## src/rtl/output_mem_pkg.sv

```systemverilog
//------------------------------------------------------------------------------
// output_mem_pkg : shared FSM state encoding and size defaults for the
//                  rotate engine pixel buffers.
// Revision: 1.0
//------------------------------------------------------------------------------
`default_nettype none

package output_mem_pkg;

    localparam int DEPTH_DEF = 64;
    localparam int AW_DEF    = 8;

    typedef enum logic [1:0] {
        ST_IDLE  = 2'd0,
        ST_FILL  = 2'd1,
        ST_DRAIN = 2'd2
    } state_t;

    function automatic logic addr_ok(input int unsigned addr, input int unsigned depth);
        return addr < depth;
    endfunction

endpackage

`default_nettype wire

```

## src/rtl/output_mem_ctrl.sv

```systemverilog
//------------------------------------------------------------------------------
// output_mem_ctrl : IDLE/FILL/DRAIN sequencer, byte counters, frame size latch
//                   and READY/VALID/DONE generation for output_mem.
// Revision: 1.0
//------------------------------------------------------------------------------
`default_nettype none

module output_mem_ctrl
    import output_mem_pkg::*;
#(
    parameter int AW = AW_DEF
) (
    input  logic          i_clk,
    input  logic          i_rst_n,
    input  logic          i_start,
    input  logic [AW-1:0] i_frame_bytes,
    input  logic          i_wr_en,
    input  logic          i_rd_en,
    output logic          o_wr_ready,
    output logic          o_rd_ready,
    output logic          o_start_accept,
    output logic          o_wr_accept,
    output logic          o_rd_accept,
    output logic          o_rd_valid,
    output logic          o_done
);

    localparam int CNT_W = AW + 1;

    state_t             r_state;
    state_t             w_state_nxt;
    logic [AW-1:0]      r_frame_sz;
    logic [CNT_W-1:0]   r_wr_cnt;
    logic [CNT_W-1:0]   r_rd_cnt;
    logic [CNT_W-1:0]   w_wr_sum;
    logic [CNT_W-1:0]   w_rd_sum;
    logic [CNT_W-1:0]   w_frame_ext;
    logic               w_rd_last;
    logic               r_rd_valid;
    logic               r_done;

    assign w_wr_sum    = r_wr_cnt + CNT_W'(3);
    assign w_rd_sum    = r_rd_cnt + CNT_W'(4);
    assign w_frame_ext = {1'b0, r_frame_sz};

    assign o_wr_ready  = (r_state == ST_FILL);
    assign o_rd_ready  = (r_state == ST_DRAIN);
    assign o_rd_valid  = r_rd_valid;
    assign o_done      = r_done;

    always_comb begin
        w_state_nxt    = r_state;
        o_start_accept = 1'b0;
        o_wr_accept    = 1'b0;
        o_rd_accept    = 1'b0;
        w_rd_last      = 1'b0;
        case (r_state)
            ST_IDLE: begin
                if (i_start) begin
                    o_start_accept = 1'b1;
                    w_state_nxt    = ST_FILL;
                end
            end
            ST_FILL: begin
                if (i_wr_en) begin
                    o_wr_accept = 1'b1;
                    if (w_wr_sum >= w_frame_ext) begin
                        w_state_nxt = ST_DRAIN;
                    end
                end
            end
            ST_DRAIN: begin
                if (i_rd_en) begin
                    o_rd_accept = 1'b1;
                    if (w_rd_sum >= w_frame_ext) begin
                        w_rd_last   = 1'b1;
                        w_state_nxt = ST_IDLE;
                    end
                end
            end
            default: w_state_nxt = ST_IDLE;
        endcase
    end

    always_ff @(posedge i_clk) begin
        if (!i_rst_n) begin
            r_state    <= ST_IDLE;
            r_frame_sz <= '0;
            r_wr_cnt   <= '0;
            r_rd_cnt   <= '0;
            r_rd_valid <= 1'b0;
            r_done     <= 1'b0;
        end else begin
            r_state    <= w_state_nxt;
            r_rd_valid <= o_rd_accept;
            // DONE shares the edge that publishes the final word
            r_done     <= w_rd_last;
            if (o_start_accept) begin
                r_frame_sz <= i_frame_bytes;
                r_wr_cnt   <= '0;
                r_rd_cnt   <= '0;
            end
            if (o_wr_accept) begin
                r_wr_cnt <= w_wr_sum;
            end
            if (o_rd_accept) begin
                r_rd_cnt <= w_rd_sum;
            end
        end
    end

endmodule

`default_nettype wire

```

## src/rtl/output_mem.sv

```systemverilog
//------------------------------------------------------------------------------
// output_mem : output frame buffer; scattered B/G/R triple writes, packed
//              32-bit word reads. Optional O_ERR port via OUTPUT_MEM_ERR_EN.
// Revision: 1.0
//------------------------------------------------------------------------------
`default_nettype none

module output_mem
    import output_mem_pkg::*;
#(
    parameter int DEPTH = DEPTH_DEF,
    parameter int AW    = AW_DEF
) (
    input  logic          I_HCLK,
    input  logic          I_HRESET_N,
    input  logic          I_START,
    input  logic [AW-1:0] I_FRAME_BYTES,
    input  logic          I_PIXEL_WR_EN,
    input  logic [AW-1:0] I_PIXEL_WR_ADDRB,
    input  logic [AW-1:0] I_PIXEL_WR_ADDRG,
    input  logic [AW-1:0] I_PIXEL_WR_ADDRR,
    input  logic [7:0]    I_PIXEL_B,
    input  logic [7:0]    I_PIXEL_G,
    input  logic [7:0]    I_PIXEL_R,
    input  logic          I_RD_EN,
    input  logic [AW-1:0] I_PIXEL_RD_ADDR0,
    input  logic [AW-1:0] I_PIXEL_RD_ADDR1,
    input  logic [AW-1:0] I_PIXEL_RD_ADDR2,
    input  logic [AW-1:0] I_PIXEL_RD_ADDR3,
    output logic [31:0]   O_HRDATA,
    output logic          O_RD_VALID,
    output logic          O_WR_READY,
    output logic          O_RD_READY,
`ifdef OUTPUT_MEM_ERR_EN
    output logic          O_ERR,
`endif
    output logic          O_DONE
);

    localparam int IW = $clog2(DEPTH);

    logic [7:0]    r_mem [DEPTH];
    logic [31:0]   r_hrdata;
    logic [AW-1:0] w_rd_addr [4];
    logic [7:0]    w_lane [4];
    logic [3:0]    w_lane_ok;
    logic          w_start_accept;
    logic          w_wr_accept;
    logic          w_rd_accept;
    logic          w_b_ok;
    logic          w_g_ok;
    logic          w_r_ok;

    output_mem_ctrl #(
        .AW (AW)
    ) u_ctrl (
        .i_clk          (I_HCLK),
        .i_rst_n        (I_HRESET_N),
        .i_start        (I_START),
        .i_frame_bytes  (I_FRAME_BYTES),
        .i_wr_en        (I_PIXEL_WR_EN),
        .i_rd_en        (I_RD_EN),
        .o_wr_ready     (O_WR_READY),
        .o_rd_ready     (O_RD_READY),
        .o_start_accept (w_start_accept),
        .o_wr_accept    (w_wr_accept),
        .o_rd_accept    (w_rd_accept),
        .o_rd_valid     (O_RD_VALID),
        .o_done         (O_DONE)
    );

    assign w_b_ok = addr_ok(32'(I_PIXEL_WR_ADDRB), DEPTH);
    assign w_g_ok = addr_ok(32'(I_PIXEL_WR_ADDRG), DEPTH);
    assign w_r_ok = addr_ok(32'(I_PIXEL_WR_ADDRR), DEPTH);

    // Later assignments win, giving R > G > B on colliding addresses
    always_ff @(posedge I_HCLK) begin
        if (!I_HRESET_N) begin
            for (int i = 0; i < DEPTH; i++) begin
                r_mem[i] <= 8'h00;
            end
        end else if (w_wr_accept) begin
            if (w_b_ok) r_mem[I_PIXEL_WR_ADDRB[IW-1:0]] <= I_PIXEL_B;
            if (w_g_ok) r_mem[I_PIXEL_WR_ADDRG[IW-1:0]] <= I_PIXEL_G;
            if (w_r_ok) r_mem[I_PIXEL_WR_ADDRR[IW-1:0]] <= I_PIXEL_R;
        end
    end

    assign w_rd_addr[0] = I_PIXEL_RD_ADDR0;
    assign w_rd_addr[1] = I_PIXEL_RD_ADDR1;
    assign w_rd_addr[2] = I_PIXEL_RD_ADDR2;
    assign w_rd_addr[3] = I_PIXEL_RD_ADDR3;

    for (genvar g = 0; g < 4; g++) begin : g_lane
        assign w_lane_ok[g] = addr_ok(32'(w_rd_addr[g]), DEPTH);
        assign w_lane[g]    = w_lane_ok[g] ? r_mem[w_rd_addr[g][IW-1:0]] : 8'h00;
    end

    always_ff @(posedge I_HCLK) begin
        if (!I_HRESET_N) begin
            r_hrdata <= 32'h0;
        end else if (w_rd_accept) begin
            r_hrdata <= {w_lane[3], w_lane[2], w_lane[1], w_lane[0]};
        end
    end

    assign O_HRDATA = r_hrdata;

`ifdef OUTPUT_MEM_ERR_EN
    logic r_err;
    logic w_wr_coll;
    logic w_err_evt;

    assign w_wr_coll = (I_PIXEL_WR_ADDRB == I_PIXEL_WR_ADDRG) ||
                       (I_PIXEL_WR_ADDRB == I_PIXEL_WR_ADDRR) ||
                       (I_PIXEL_WR_ADDRG == I_PIXEL_WR_ADDRR);

    assign w_err_evt = (I_PIXEL_WR_EN && (!O_WR_READY || !w_b_ok || !w_g_ok || !w_r_ok || w_wr_coll)) ||
                       (I_RD_EN && (!O_RD_READY || (w_lane_ok != 4'hF)));

    // A new frame clears the flag, but an event in the start cycle still counts
    always_ff @(posedge I_HCLK) begin
        if (!I_HRESET_N) begin
            r_err <= 1'b0;
        end else if (w_start_accept) begin
            r_err <= w_err_evt;
        end else if (w_err_evt) begin
            r_err <= 1'b1;
        end
    end

    assign O_ERR = r_err;
`endif

endmodule

`default_nettype wire
```

## config.mk

```make
export PLATFORM = sky130hd
export DESIGN_NAME = output_mem
export DESIGN_NICKNAME = d
export VERILOG_FILES = /design/src/rtl/output_mem_pkg.sv /design/src/rtl/output_mem_ctrl.sv /design/src/rtl/output_mem.sv
export SDC_FILE = /design/constraint.sdc
export NUM_CORES = 2
export LEC_CHECK = 0
export CAP_MARGIN = 20
export CORE_MARGIN = 4
export CORE_UTILIZATION = 25
export CTS_BUF_LIST = sky130_fd_sc_hd__clkbuf_16
export DETAILED_ROUTE_END_ITERATION = 10
export MAX_ROUTING_LAYER = met4
export PLACE_DENSITY = 0.43
export RECOVER_POWER = 50
export SYNTH_ARGS = -nofsm -noshare
export SYNTH_HDL_FRONTEND = slang
export SYNTH_HIERARCHICAL = 1
export SYNTH_SLANG_ARGS = --single-unit
```

## constraint.sdc

```tcl
create_clock -name I_HCLK -period 2.7 [get_ports I_HCLK]
set_input_delay 0.405 -clock I_HCLK [delete_from_list [all_inputs] [get_ports I_HCLK]]
set_output_delay 0.405 -clock I_HCLK [all_outputs]
set_load 0.005 [all_outputs]
```

==> summary.txt <==
Drt
  – Residual DRC: 0
  – Via density: between 6 and 7
  – Total number of vias: 45230
  – Detailed-route wire length per cell: ~38 um
  – Post-DRT Antenna Nets: 0
  – First-pass DRT Iterations: 6
  – Post-Route WL: around 280000 um
  – DR iter-0 viols: slightly above 7000

Clocking
  – H-tree levels: 3
  – Worst-Skew Late Latency: 0.71 ns
  – CTS Buffer Depth: 3
  – CTS sink cnt: about 570
  – Clk root buf: clkbuf_16
  – CTS buffer count: 77
  – CTS tree: done
  – CTS clk-pin slew, worst paths: roughly 0.060 ns
  – # hold bufs at CTS: 0

Critical path
  – Cell mode on critical path: buf_4
  – Worst Setup Start Kind: flip-flop
  – Reg2Reg Setup Slack: between 0.06 and 0.07 ns
  – CP max stage cell: dfxtp_1
  – Critical R2R Launch: u_ctrl/r_state[1]
  – Req. time, crit path: around 3.3 ns
  – Crit Path Class: flip-flop to flip-flop
  – Crit end category: flip-flop
  – Worst path cell trace: nor2b_2 -> nand2_1 -> inv_1 -> buf_4 -> nor4bb_1 -> buf_4 -> nand3b_1 -> buf_4 -> a21oi_1 -> buf_4 -> a221oi_1 -> nand2_1
  – CP arrival: 3.26 ns
  – Reg2Reg Depth: 12
  – Crit Reg-Reg Endpoint: O_HRDATA[21]
  – Crit path max fanout: 10
  – CP peak stage delay: around 0.35 ns

Global route
  – Vias in the first global route: between 40000 and 50000
  – Initial antenna violation count: 12
  – First-pass GRT wire length: 374400 um
  – Total grt overflow: 0
  – Largest net degree at the start of global routing: 65
  – Tot GR Track Use: 0.2817

Floorplanning
  – Num ports: 129
  – DIE HEIGHT: about 440 um
  – Core area: around 190000 um2
  – Die area: 196900 um2
  – Row cnt: around 160
  – Chip width: 443.7 um
  – Starting Density: 0.2522

Power and ir drop
  – Leak: 0.02004 uW
  – P_sw: 8378 uW
  – Internal power: 18420 uW
  – Clock power share: 0.397
  – Maximum vdd drop: ~0.37 mV
  – Comb power frac: 0.214
  – Pwr Total: approximately 27000 uW
  – Reg power frac: 0.390
  – P per Cell Area: 443.1 nW/um2
  – Switching part of the total: 0.3127

Cells and area
  – Area of the multi-input gates: 29060 um2
  – Layout area overhead: 27.40%
  – Most frequent cells in the layout: nand2_1, buf_4, a22oi_1
  – Share of layout cells above drive strength 1: 0.3465
  – Commonest non-fill, non-tap cell in the layout: nand2_1
  – Core Util, Final: 0.3213
  – Final net count: 4788
  – Register area: ~17000 um2
  – Filler Cell Count: roughly 19000

Synth
  – Fraction of registers with async set/reset: 0
  – Mean area per synthesized cell: approximately 11 um2
  – Sequential area share after synthesis: 0.3492
  – Net Count, Synth: 4332
  – Synth Instances: ~4200
  – Seq cells post-synth: 572
  – Yosys warnings: 6
  – Ys flop type: edfxtp_1
  – Unique cell type count in the Yosys netlist: 75
  – Post-synth EDFFs: 512
  – Mapped cell area: approximately 47000 um2

Run status
  – Run status: finished, final reports clean

Worst hold path
  – Worst min-delay path endpoint: r_mem[14][1]
  – Worst Hold Class: input pin to flip-flop
  – WHS Path Cells: 3
  – Hold Startpoint: I_PIXEL_R[1]

STA
  – Post-layout min period: ~2.6 ns
  – Worst Skew: around 0.027 ns
  – Max-Slew Margin vs Limit: 0.3694
  – Endpoints failing setup: 0
  – Slew Viols, Final: 0
  – Worst Setup Slack, final: ~0.065 ns
  – Hold WS: 0.07666 ns
  – Fin. Hold Viols: 0
  – Worst Tran Pin Value: 0.9459 ns
  – Setup repair after global routing missed its margin: true
  – Max Clk Rate: about 0.38 GHz
  – Period utilization: 0.9759

Place
  – RD Place Congestion: ~1
  – Pre-CTS setup slack: -0.6348 ns
  – Port bufs: ~130
  – HPWL after DPL: 204300 um

Job
  – Max-Cap Viols: 0
-- worst max-delay path by stage --
stage | start | to | slack, ns
finish | u_ctrl/r_state[1] | O_HRDATA[21] | 0.07
global route | u_ctrl/r_state[0] | r_mem[61][5] | -0.04
CTS | u_ctrl/r_state[0] | r_mem[63][1] | 0.008
detailed placement | I_PIXEL_WR_EN | r_mem[18][3] | -0.63
global placement | I_PIXEL_WR_EN | r_mem[18][0] | -0.52
floorplan | I_PIXEL_WR_EN | r_mem[13][0] | -0.001
-- sequential cells by signal (all words and copies together), names as in the netlist --
| signal | flops |
|---|---|
| O_HRDATA | 32 |
| u_ctrl/r_rd_cnt | 7 |
| u_ctrl/o_rd_valid | 1 |
| u_ctrl/r_frame_sz | 8 |
| r_mem | 512 |
| u_ctrl/o_done | 1 |
| u_ctrl/r_wr_cnt | 9 |
| u_ctrl/r_state | 2 |
-- synthesized netlist by cell type, types with 6 or more instances --
| cell | count | area [um2] |
|---|---|---|
| nand2_1 | 565 | 2121 |
| a22oi_1 | 541 | 4061 |
| mux4_2 | 535 | 12050 |
| edfxtp_1 | 512 | 15370 |
| o21ai_0 | 365 | 1827 |
| clkbuf_1 | 243 | 912.1 |
| nor2_1 | 192 | 720.7 |
| buf_2 | 131 | 655.6 |
| mux2i_1 | 109 | 1091 |
| o21ai_1 | 101 | 505.5 |
| a21oi_1 | 92 | 460.4 |
| nand3_1 | 74 | 370.4 |
| buf_1 | 67 | 251.5 |
| a221oi_1 | 64 | 560.5 |
| dfxtp_1 | 60 | 1201 |
| nor4_4 | 56 | 1191 |
| nor3_2 | 53 | 530.5 |
| nand3b_1 | 48 | 360.4 |
| nor2b_1 | 46 | 287.8 |
| mux2_2 | 32 | 360.4 |
| buf_4 | 28 | 210.2 |
| nor3_1 | 23 | 115.1 |
| a32oi_1 | 16 | 140.1 |
| ha_1 | 16 | 200.2 |
| inv_1 | 15 | 56.30 |
| nor2_2 | 15 | 93.84 |
| and2_1 | 14 | 87.58 |
| nor4_1 | 14 | 87.58 |
| nand4_1 | 13 | 81.33 |
| or4b_2 | 13 | 130.1 |
| or3_1 | 12 | 75.07 |
| nand2b_1 | 11 | 68.82 |
| o22a_1 | 11 | 96.34 |
| a21boi_1 | 10 | 75.07 |
| buf_6 | 9 | 101.4 |
| o2111ai_1 | 8 | 70.07 |
| xnor2_1 | 8 | 70.07 |
| and3_1 | 7 | 43.79 |
| nor3b_1 | 7 | 52.55 |
| o211ai_1 | 7 | 52.55 |
| a22o_1 | 6 | 52.55 |
-- routing by layer --
layer  vias to the layer above  global-route usage  share of wire
li1                      18010                   -              -
met1                     23320              0.3569           0.39
met2                      3221              0.4206           0.45
met3                       671             0.05979           0.10
met4                         0              0.1535          0.065
met5                         -                   -              0
-- power groups by stage --
| stage | combinational, uW | clock, uW | sequential (uW) |
|---|---|---|---|
| final | 5730 | 10600 | 10400 |
| after global routing | 5790 | 11000 | 10400 |
| after CTS | 5590 | 10700 | 10400 |
| after detailed placement | 5570 | 0 | 10600 |
| after global placement | 5580 | 0 | 10600 |
| after floorplan | 2780 | 0 | 10300 |
-- logic make-up (layout without fill, tap and decap cells) --
logic type / after synthesis / count (layout) / synth area share
xor+xnor: 12 / 12 / 0.002214
other cells: 0 / 14 / 0
buf+inv: 500 / 1019 / 0.04668
flops: 572 / 572 / 0.3492
compound gates: 1242 / 1242 / 0.1701
simple gates: 1205 / 1205 / 0.1432
mux: 676 / 676 / 0.2844
fa+ha+maj: 16 / 16 / 0.004218
-- critical path: cells and delay by family, from the launching register on --
| kind | cells | cell delay, ns |
|---|---|---|
| DFF | 1 | 0.35 |
| AOI/OAI and AO/OA | 2 | 0.36 |
| buffers and inverters | 5 | 1.00 |
| and+or+nand+nor | 5 | 0.84 |
-- metrics by stage --
step           cells  setup TNS (ns)  cell area [um2]
2_1_floorplan   4223       -0.009930            47470
3_3_place_gp    7091         -232.04            57610
3_5_place_dp    7091         -255.30            57610
4_1_cts         7234               0            60190
5_1_grt         7247         -0.2037            60460
6_report        7251               0            60470
-- cell type report --
type | count | area share
inverters | 20 | 0.001262
well taps | 2495 | 0.05162
clock buffers | 79 | 0.03269
multi-input cells | 3151 | 0.4805
flip-flops and latches | 572 | 0.2741
diodes | 14 | 0.0005793
clock inverters | 63 | 0.009021
repair buffers | 857 | 0.1502
-- timing repair --
action | in CTS | in global routing
endpoints found under the setup margin | 13 | 261
pin swaps | 2 | 4
resized for setup | 8 | 36
setup buffers | 1 | 2
hold endpoints to repair | 0 | 0
(Power assumes the default switching activity.)
